<file path="src/rtl/game_sequencer.sv">
// Breakout game-flow controller: serve/play/pause/over/won sequencing, brick mask,
// lives and a saturating 4-digit BCD score fed from a pending-points counter.
module game_sequencer #(
    parameter int unsigned NUM_BRICKS   = 6,
    parameter int unsigned LIVES_INIT   = 3,
    parameter int unsigned BRICK_POINTS = 1,
    parameter int unsigned SERVE_FRAMES = 60
) (
    input  logic                  clk,
    input  logic                  rst,
    input  logic                  frame_tick,
    input  logic                  launch,
    input  logic                  pause,
    input  logic [NUM_BRICKS-1:0] brick_hit,
    input  logic                  ball_lost,
    output logic [2:0]            state,
    output logic                  ball_park,
    output logic                  ball_run,
    output logic [NUM_BRICKS-1:0] brick_alive,
    output logic [3:0]            lives,
    output logic [3:0]            thous,
    output logic [3:0]            huns,
    output logic [3:0]            tens,
    output logic [3:0]            ones
);
    localparam int unsigned MaxPoints = NUM_BRICKS * BRICK_POINTS;
    localparam int unsigned PendW     = $clog2(MaxPoints + 2);
    localparam int unsigned CntW      = $clog2(NUM_BRICKS + 1);

    typedef enum logic [2:0] {
        StIdle   = 3'd0,
        StServe  = 3'd1,
        StPlay   = 3'd2,
        StPaused = 3'd3,
        StOver   = 3'd4,
        StWon    = 3'd5
    } state_e;

    state_e                state_q, state_d;
    logic [7:0]            serve_q, serve_d;
    logic [NUM_BRICKS-1:0] alive_q, alive_d;
    logic [3:0]            lives_q, lives_d;
    logic                  launch_q;
    logic [PendW-1:0]      pending_q, pending_d, pts_add;
    logic [3:0]            thous_q, huns_q, tens_q, ones_q;
    logic [3:0]            thous_d, huns_d, tens_d, ones_d;
    logic [CntW-1:0]       hit_cnt;
    logic                  launch_rise, new_game, score_max;

    assign launch_rise = launch & ~launch_q;
    assign score_max   = (thous_q == 4'd9) && (huns_q == 4'd9) &&
                         (tens_q == 4'd9) && (ones_q == 4'd9);

    // Count only hits on bricks that are still alive.
    always_comb begin
        hit_cnt = '0;
        for (int i = 0; i < NUM_BRICKS; i++) begin
            hit_cnt = hit_cnt + CntW'(brick_hit[i] & alive_q[i]);
        end
    end

    always_comb begin
        state_d  = state_q;
        serve_d  = serve_q;
        alive_d  = alive_q;
        lives_d  = lives_q;
        pts_add  = '0;
        new_game = 1'b0;
        case (state_q)
            StIdle: begin
                if (launch_rise) begin
                    state_d = StServe;
                    serve_d = 8'(SERVE_FRAMES);
                end
            end
            StServe: begin
                if (frame_tick && !pause) begin
                    if (serve_q == 8'd1) state_d = StPlay;
                    else                 serve_d = serve_q - 8'd1;
                end
            end
            StPlay: begin
                if (pause) begin
                    state_d = StPaused;
                end else begin
                    alive_d = alive_q & ~brick_hit;
                    pts_add = PendW'(hit_cnt) * PendW'(BRICK_POINTS);
                    // Clearing the last brick wins even if the ball is lost in the same cycle.
                    if (alive_d == '0) begin
                        state_d = StWon;
                    end else if (ball_lost) begin
                        lives_d = lives_q - 4'd1;
                        if (lives_q == 4'd1) begin
                            state_d = StOver;
                        end else begin
                            state_d = StServe;
                            serve_d = 8'(SERVE_FRAMES);
                        end
                    end
                end
            end
            StPaused: begin
                if (!pause) state_d = StPlay;
            end
            StOver, StWon: begin
                if (launch_rise) begin
                    state_d  = StIdle;
                    alive_d  = '1;
                    lives_d  = 4'(LIVES_INIT);
                    new_game = 1'b1;
                end
            end
            default: state_d = StIdle;
        endcase
    end

    always_comb begin
        thous_d   = thous_q;
        huns_d    = huns_q;
        tens_d    = tens_q;
        ones_d    = ones_q;
        pending_d = pending_q;
        if (new_game) begin
            thous_d   = 4'd0;
            huns_d    = 4'd0;
            tens_d    = 4'd0;
            ones_d    = 4'd0;
            pending_d = '0;
        end else begin
            if (score_max) begin
                pending_d = '0;
            end else if (pending_q != '0) begin
                pending_d = pending_q - PendW'(1);
                if (ones_q != 4'd9) begin
                    ones_d = ones_q + 4'd1;
                end else begin
                    ones_d = 4'd0;
                    if (tens_q != 4'd9) begin
                        tens_d = tens_q + 4'd1;
                    end else begin
                        tens_d = 4'd0;
                        if (huns_q != 4'd9) begin
                            huns_d = huns_q + 4'd1;
                        end else begin
                            huns_d  = 4'd0;
                            thous_d = thous_q + 4'd1;
                        end
                    end
                end
            end
            pending_d = pending_d + pts_add;
        end
    end

    always_ff @(posedge clk or posedge rst) begin
        if (rst) begin
            state_q   <= StIdle;
            serve_q   <= '0;
            alive_q   <= '1;
            lives_q   <= 4'(LIVES_INIT);
            launch_q  <= 1'b1;
            pending_q <= '0;
            thous_q   <= 4'd0;
            huns_q    <= 4'd0;
            tens_q    <= 4'd0;
            ones_q    <= 4'd0;
        end else begin
            state_q   <= state_d;
            serve_q   <= serve_d;
            alive_q   <= alive_d;
            lives_q   <= lives_d;
            launch_q  <= launch;
            pending_q <= pending_d;
            thous_q   <= thous_d;
            huns_q    <= huns_d;
            tens_q    <= tens_d;
            ones_q    <= ones_d;
        end
    end

    assign state       = state_q;
    assign ball_park   = (state_q == StIdle) || (state_q == StServe) ||
                         (state_q == StOver) || (state_q == StWon);
    assign ball_run    = (state_q == StPlay);
    assign brick_alive = alive_q;
    assign lives       = lives_q;
    assign thous       = thous_q;
    assign huns        = huns_q;
    assign tens        = tens_q;
    assign ones        = ones_q;

endmodule

</file>
<file path="config.mk">
export PLATFORM = sky130hd
export DESIGN_NAME = game_sequencer
export DESIGN_NICKNAME = d
export VERILOG_FILES = /design/src/rtl/game_sequencer.sv
export SDC_FILE = /design/constraint.sdc
export NUM_CORES = 1
export LEC_CHECK = 0
export ABC_AREA = 1
export CORE_ASPECT_RATIO = 1.2
export CORE_MARGIN = 2
export CORE_UTILIZATION = 40
export CTS_CLUSTER_DIAMETER = 40
export DETAILED_ROUTE_END_ITERATION = 8
export PLACE_DENSITY = 0.62
export RECOVER_POWER = 50
export SLEW_MARGIN = 10
export SYNTH_ARGS = -nofsm -noshare
export SYNTH_HDL_FRONTEND = slang
export SYNTH_SLANG_ARGS = --single-unit
</file>
<file path="constraint.sdc">
create_clock -name clk -period 3.61 [get_ports clk]
set_input_delay 1.083 -clock clk [delete_from_list [all_inputs] [get_ports clk]]
set_output_delay 1.083 -clock clk [all_outputs]
set_load 0.1 [all_outputs]
</file>
* Word-level counts from Yosys, hierarchy flattened
Cells that the tools add are included.
** Word-level totals
- Register bits after elaboration :: 41
- Latch bits :: 0
- RAM bits :: 0
- Bits in read-only memories :: 0
- Logic and storage cells :: 140
- Memories :: 0
** Cells by class
- $add $sub $neg :: 13
- Multiply operators :: 0
- Div/mod/pow operators :: 0
- Order comparisons :: 0
- Eq/ne operators :: 29
- Shifts and indexed selects :: 0
- Muxes and demuxes :: 55
- Bitwise gates (word level) :: 10
- Reduce and logical (&&, ||, !) cells :: 23
** Operator list (count)
- 4-bit 2-to-1 mux :: 25
- 8-bit 2-to-1 mux :: 7
- 3-bit 2-to-1 mux :: 15
- 2-bit inequality test (second input constant) :: 14
- 8-bit one-hot mux with 3 select lines :: 1
- 4-bit by 1-bit adder with 4-bit output (second input constant) :: 4
- 4-bit == test (second input constant) :: 4
- 3-bit one-hot mux with 5 select lines :: 1
- 6-bit 2-to-1 mux :: 2
- 4-bit inequality test (second input constant) :: 3
- 6-bit one-hot mux with 2 select lines :: 1
- 5-bit AND reduction :: 2
- 3-bit by 1-bit adder with 3-bit output :: 3
- 8-bit by 1-bit == test with 1-bit output (second input constant) :: 1
- 4-bit one-hot mux with 2 select lines :: 1
- 8-bit AND reduction :: 1
- 8-bit by 1-bit subtractor with 8-bit output (second input constant) :: 1
- 1-bit AND :: 7
- 6-bit AND :: 1
- 3-bit by 2-bit == test with 1-bit output (second input constant) :: 2
- 3-bit == test (second input constant) :: 2
- 6-bit zero test :: 1
- 6-bit inverter :: 1
- 3-bit AND reduction :: 2
- 20 further kinds :: 28

* Depth between registers and ports, before layout
Gate-level depths: netlist of run 1.
- Word-level depth :: 10
- Mapped depth :: 13

* Least setup slack after synthesis of run 1
Ideal clock, no wire load.
- Path kind :: in2reg
- Start point :: input port brick_hit[0]
- End point :: register pending_q[2]
- Setup time :: 120 ps
- Data arrival time :: 3686 ps
- Slack :: -196 ps
- Cell stages on the path :: 12
- Buffers on the path :: 0
- Cells stage by stage :: nand2_1 -> fa_1 -> fa_1 -> inv_1 -> ha_1 -> inv_1 -> fa_1 -> nor2_1 -> fa_1 -> xor2_1 -> o21ai_0 -> nor2_1
** On the way
- Cells in the longest elaborated chain, start to end :: 10
** Ends and longest elaborated chain
- start, declared :: line 14 : input logic [NUM_BRICKS-1:0] brick_hit,
- 1-bit AND :: line 58 : hit_cnt = hit_cnt + CntW'(brick_hit[i] & alive_q[i]);
- 1-bit by 1-bit adder with 2-bit output :: line 58
- 2-bit by 1-bit adder with 3-bit output :: line 58
- 3-bit by 1-bit adder with 3-bit output (3 in series) :: line 58
- 3-bit 2-to-1 mux :: line 83 : if (pause) begin
- 3-bit 2-to-1 mux :: line 69 : case (state_q)
- 3-bit adder :: line 151 : pending_d = pending_d + pts_add;
- 3-bit 2-to-1 mux :: line 123 : if (new_game) begin
- via pending_d[2] :: line 44 : logic [PendW-1:0] pending_q, pending_d, pts_add;
- end signal, assigned :: line 173 : pending_q <= pending_d;
- end, declared :: line 44
The timed path passes the listed nets, and every way through them passes these cells.
A chain may end at the register's enable or synchronous reset.

* Final worst setup path of run 1
Ends and elaborated chain as after synthesis.

==> results of run 1 <==
[flip-flops by register name, summed over array words and instances, names as in the netlist]
register / flops
brick_alive: 6
huns: 4
launch_q: 1
lives: 4
ones: 4
pending_q: 3
serve_q: 8
state: 3
tens: 4
thous: 4
[critical path, cell delays in order]
cell             delay, ps
clkdlybuf4s15_1        180
nand2_1                 60
fa_1                   490
fa_1                   410
inv_1                   70
ha_2                   150
inv_1                   40
fa_1                   470
nor2_1                  50
fa_2                   350
xor2_2                 160
o21ai_1                110
nor2_1                  50
[power groups by stage]
stage	clock [uW]	combinational, uW	sequential [uW]
6_report	294	1880	817
4_1_cts	304	1930	817
3_3_place_gp	0	1900	821
5_1_grt	320	2070	844
3_5_place_dp	0	1920	824
2_1_floorplan	0	887	1480
[cell type report]
type,count,area share
Multi-Input combinational cell,288,0.469
Clock buffer,8,0.0247
Sequential cell,41,0.320
Inverter,52,0.0611
Tap cell,87,0.0336
Timing Repair Buffer,44,0.0916
[kinds of logic (layout without fill, tap and decap cells)]
group / Yosys count / count (layout) / synth area share
flip-flops: 41 / 41 / 0.378
adder cells (fa/ha/maj): 14 / 14 / 0.0749
AND/OR/NAND/NOR: 229 / 229 / 0.375
buffers and inverters: 54 / 104 / 0.0753
XOR/XNOR: 8 / 8 / 0.0256
AO/OA/AOI/OAI: 37 / 37 / 0.0707
[final timing paths]
path                                            startpoint                     end  slack, ps  cells after the start
worst min-delay path                  lives[1]$_DFFE_PP1P_    lives[1]$_DFFE_PP1P_        510                      2
min in group asynchronous                              rst    thous[1]$_DFFE_PP0P_       1560                      3
worst max register to register  brick_alive[3]$_DFFE_PP1P_  pending_q[2]$_DFF_PP0_        480                     12
worst max-delay path                          brick_hit[0]  pending_q[2]$_DFF_PP0_        130                     13
max in group asynchronous                              rst  pending_q[2]$_DFF_PP0_       1400                      3
worst min register to register        lives[1]$_DFFE_PP1P_    lives[1]$_DFFE_PP1P_        510                      2
[placed cells by master, fill, tap and decap left out, types with 2 or more instances in the layout]
cell type / count
nor3_1: 4
fa_1: 3
nor2_1: 44
nand2_2: 6
inv_2: 3
clkbuf_1: 16
o21ai_0: 20
dlygate4sd3_1: 2
clkdlybuf4s50_1: 6
nand3_1: 38
clkbuf_8: 5
o21ai_1: 7
nand2_4: 3
nand2_1: 116
nand3b_1: 2
or2_2: 5
clkbuf_2: 2
a21oi_1: 6
dfstp_2: 9
buf_4: 19
xor2_1: 4
ha_1: 9
nor2_4: 3
nand4_1: 3
inv_1: 48
xnor2_1: 3
dfrtp_1: 32
o21a_1: 3
[what timing repair did]
item                                    4_1_cts  5_1_grt
gates resized for setup                       6        4
endpoints found under the hold margin         0        0
hold buffers                                  0        0
endpoints found under the setup margin        2        2
pin swaps                                     7        7
[stage by stage]
stage	total power, uW	cells	setup WS (ps)	hold slack, ps
4_1_cts	3050	520	2.01	518
3_3_place_gp	2720	512	-560	498
6_report	2990	520	129	512
2_1_floorplan	2360	383	-14.1	464
3_5_place_dp	2750	512	-583	506
5_1_grt	3230	520	3.43	547
[layer usage]
metal  wire [microns]  track usage  vias to the layer above
met5                0            0                        -
met4               55       0.0474                        0
met3              185       0.0287                        5
met2             3040        0.302                       34
met1             2810        0.212                     1119
li1                 -            -                     1303
==> flow_metrics.env, run 1 <==
export IMPL_die_h_microns=94.7
export IMPL_synth_area_leaders="dfrtp_1 29%, nand2_1 16%, dfstp_2 8.6%"
export IMPL_endpoint_kind="flip-flop"
export IMPL_synth_most_common_cell="nand2_1"
export IMPL_dieArea_sq_mm=0.00753
export IMPL_timing_final_crit_share=0.964
export IMPL_p_sw_uw=1730
export IMPL_async_flop_share=1.00
export IMPL_clk_pin_slew_ps=70
export IMPL_syn_num_nets=409
export IMPL_dr_total_vias=2461
export IMPL_ys_ff_latch=41
export IMPL_netlist_cell_type_count=31
export IMPL_start_util=0.407
export IMPL_clockBufferDepth=2
export IMPL_drt_wirelength_per_cell_microns=11.7
export IMPL_drc=0
export IMPL_p_leak_uw=0.00165
export IMPL_power_frac_seq=0.273
export IMPL_fin_worst_skew_ps=7.94
export IMPL_clkPwrFrac=0.098
export IMPL_seq_area_sq_mm=0.00104
export IMPL_max_slew_worst_pin_slew_ps=1180
export IMPL_antenna_found_initial=0
export IMPL_setup_tns_ps=0
export IMPL_cp_required_ps=3790
export IMPL_crit_fanout=2
export IMPL_yosysTopAreaCell="dfrtp_1"
export IMPL_final_min_clock_period_ps=3480
export IMPL_grt_pass1_vias=2203
export IMPL_die_w_microns=79.6
export IMPL_root_buffer="clkbuf_8"
export IMPL_via_per_inst=4.73
export IMPL_design_core_area_sq_mm=0.00673
export IMPL_final_max_slew_violation_count=0
export IMPL_grt_max_degree=42
export IMPL_wl_mm=6.09
export IMPL_relSlewSlack=0.215
export IMPL_grt_pass1_wl_mm=10.1
export IMPL_initialDrtViolationCount=92
export IMPL_antenna_cells=0
export IMPL_p_per_area_mw_per_mm2=924
export IMPL_synth_top_area_share=0.292
export IMPL_synthFlopType="dfrtp_1"
export IMPL_hold_viol=0
export IMPL_netSwitchingFraction=0.578
export IMPL_path_class="input port to flip-flop"
export IMPL_cap_viol_max_count=0
export IMPL_fin_util=0.481
export IMPL_area_delta_synth_final_pct=18.1
export IMPL_hpwl_mm=4.57
export IMPL_synthCells=383
export IMPL_netlist_area_sq_mm=0.00274
export IMPL_gp_congestion=0.867
export IMPL_cp_start_kind="input port"
export IMPL_port_buffers=42
export IMPL_synth_warnings=0
export IMPL_critPathArrivalTime_ps=3660
export IMPL_rows=33
export IMPL_grtUsageTotal=0.170
export IMPL_combPwrFrac=0.628
export IMPL_ioPinCount=43
export IMPL_avgSynthCellArea_sq_um=7.16
export IMPL_fillers=700
export IMPL_hp_class="flip-flop to flip-flop"
export IMPL_clock_sinks=41
export IMPL_finalSetupViolCount=0
export IMPL_drive_gt1_frac=0.148
export IMPL_postRouteAntennaNets=0
export IMPL_peakVddDrop_uv=488
export IMPL_drt_pre_antenna_iters=4
export IMPL_cts_buffers_inserted=5
export IMPL_clock_latency_ps=290
export IMPL_ctsHtreeMaxLevel=2
export IMPL_grt_setup_unrepaired="false"
export IMPL_intPower_uw=1260
export IMPL_grt_overflow_total=0
export IMPL_fmaxAchievable_ghz=0.287
export IMPL_fin_area_sq_mm=0.00324
export IMPL_synth_edf_count=0
export IMPL_ys_seq_area_frac=0.378
export IMPL_yosys_top_cells_count="117 x nand2_1, 48 x inv_1, 44 x nor2_1"
export IMPL_multi_input_area_sq_mm=0.00152
export IMPL_placed_cell_area_sq_mm=0.00321
export IMPL_status="completed"
export IMPL_cts_tree="built"
export IMPL_finalNetCount=458
export IMPL_cts_post_setup_buffers_inserted=0
Note: power is estimated with default switching activity, not from simulation.
==> run 2: changes to the inputs <==
Settings changed: CAP_MARGIN set to 25.
==> results of run 2 <==
Same layout as run 1: the final DEF is identical, and so are final timing and power.
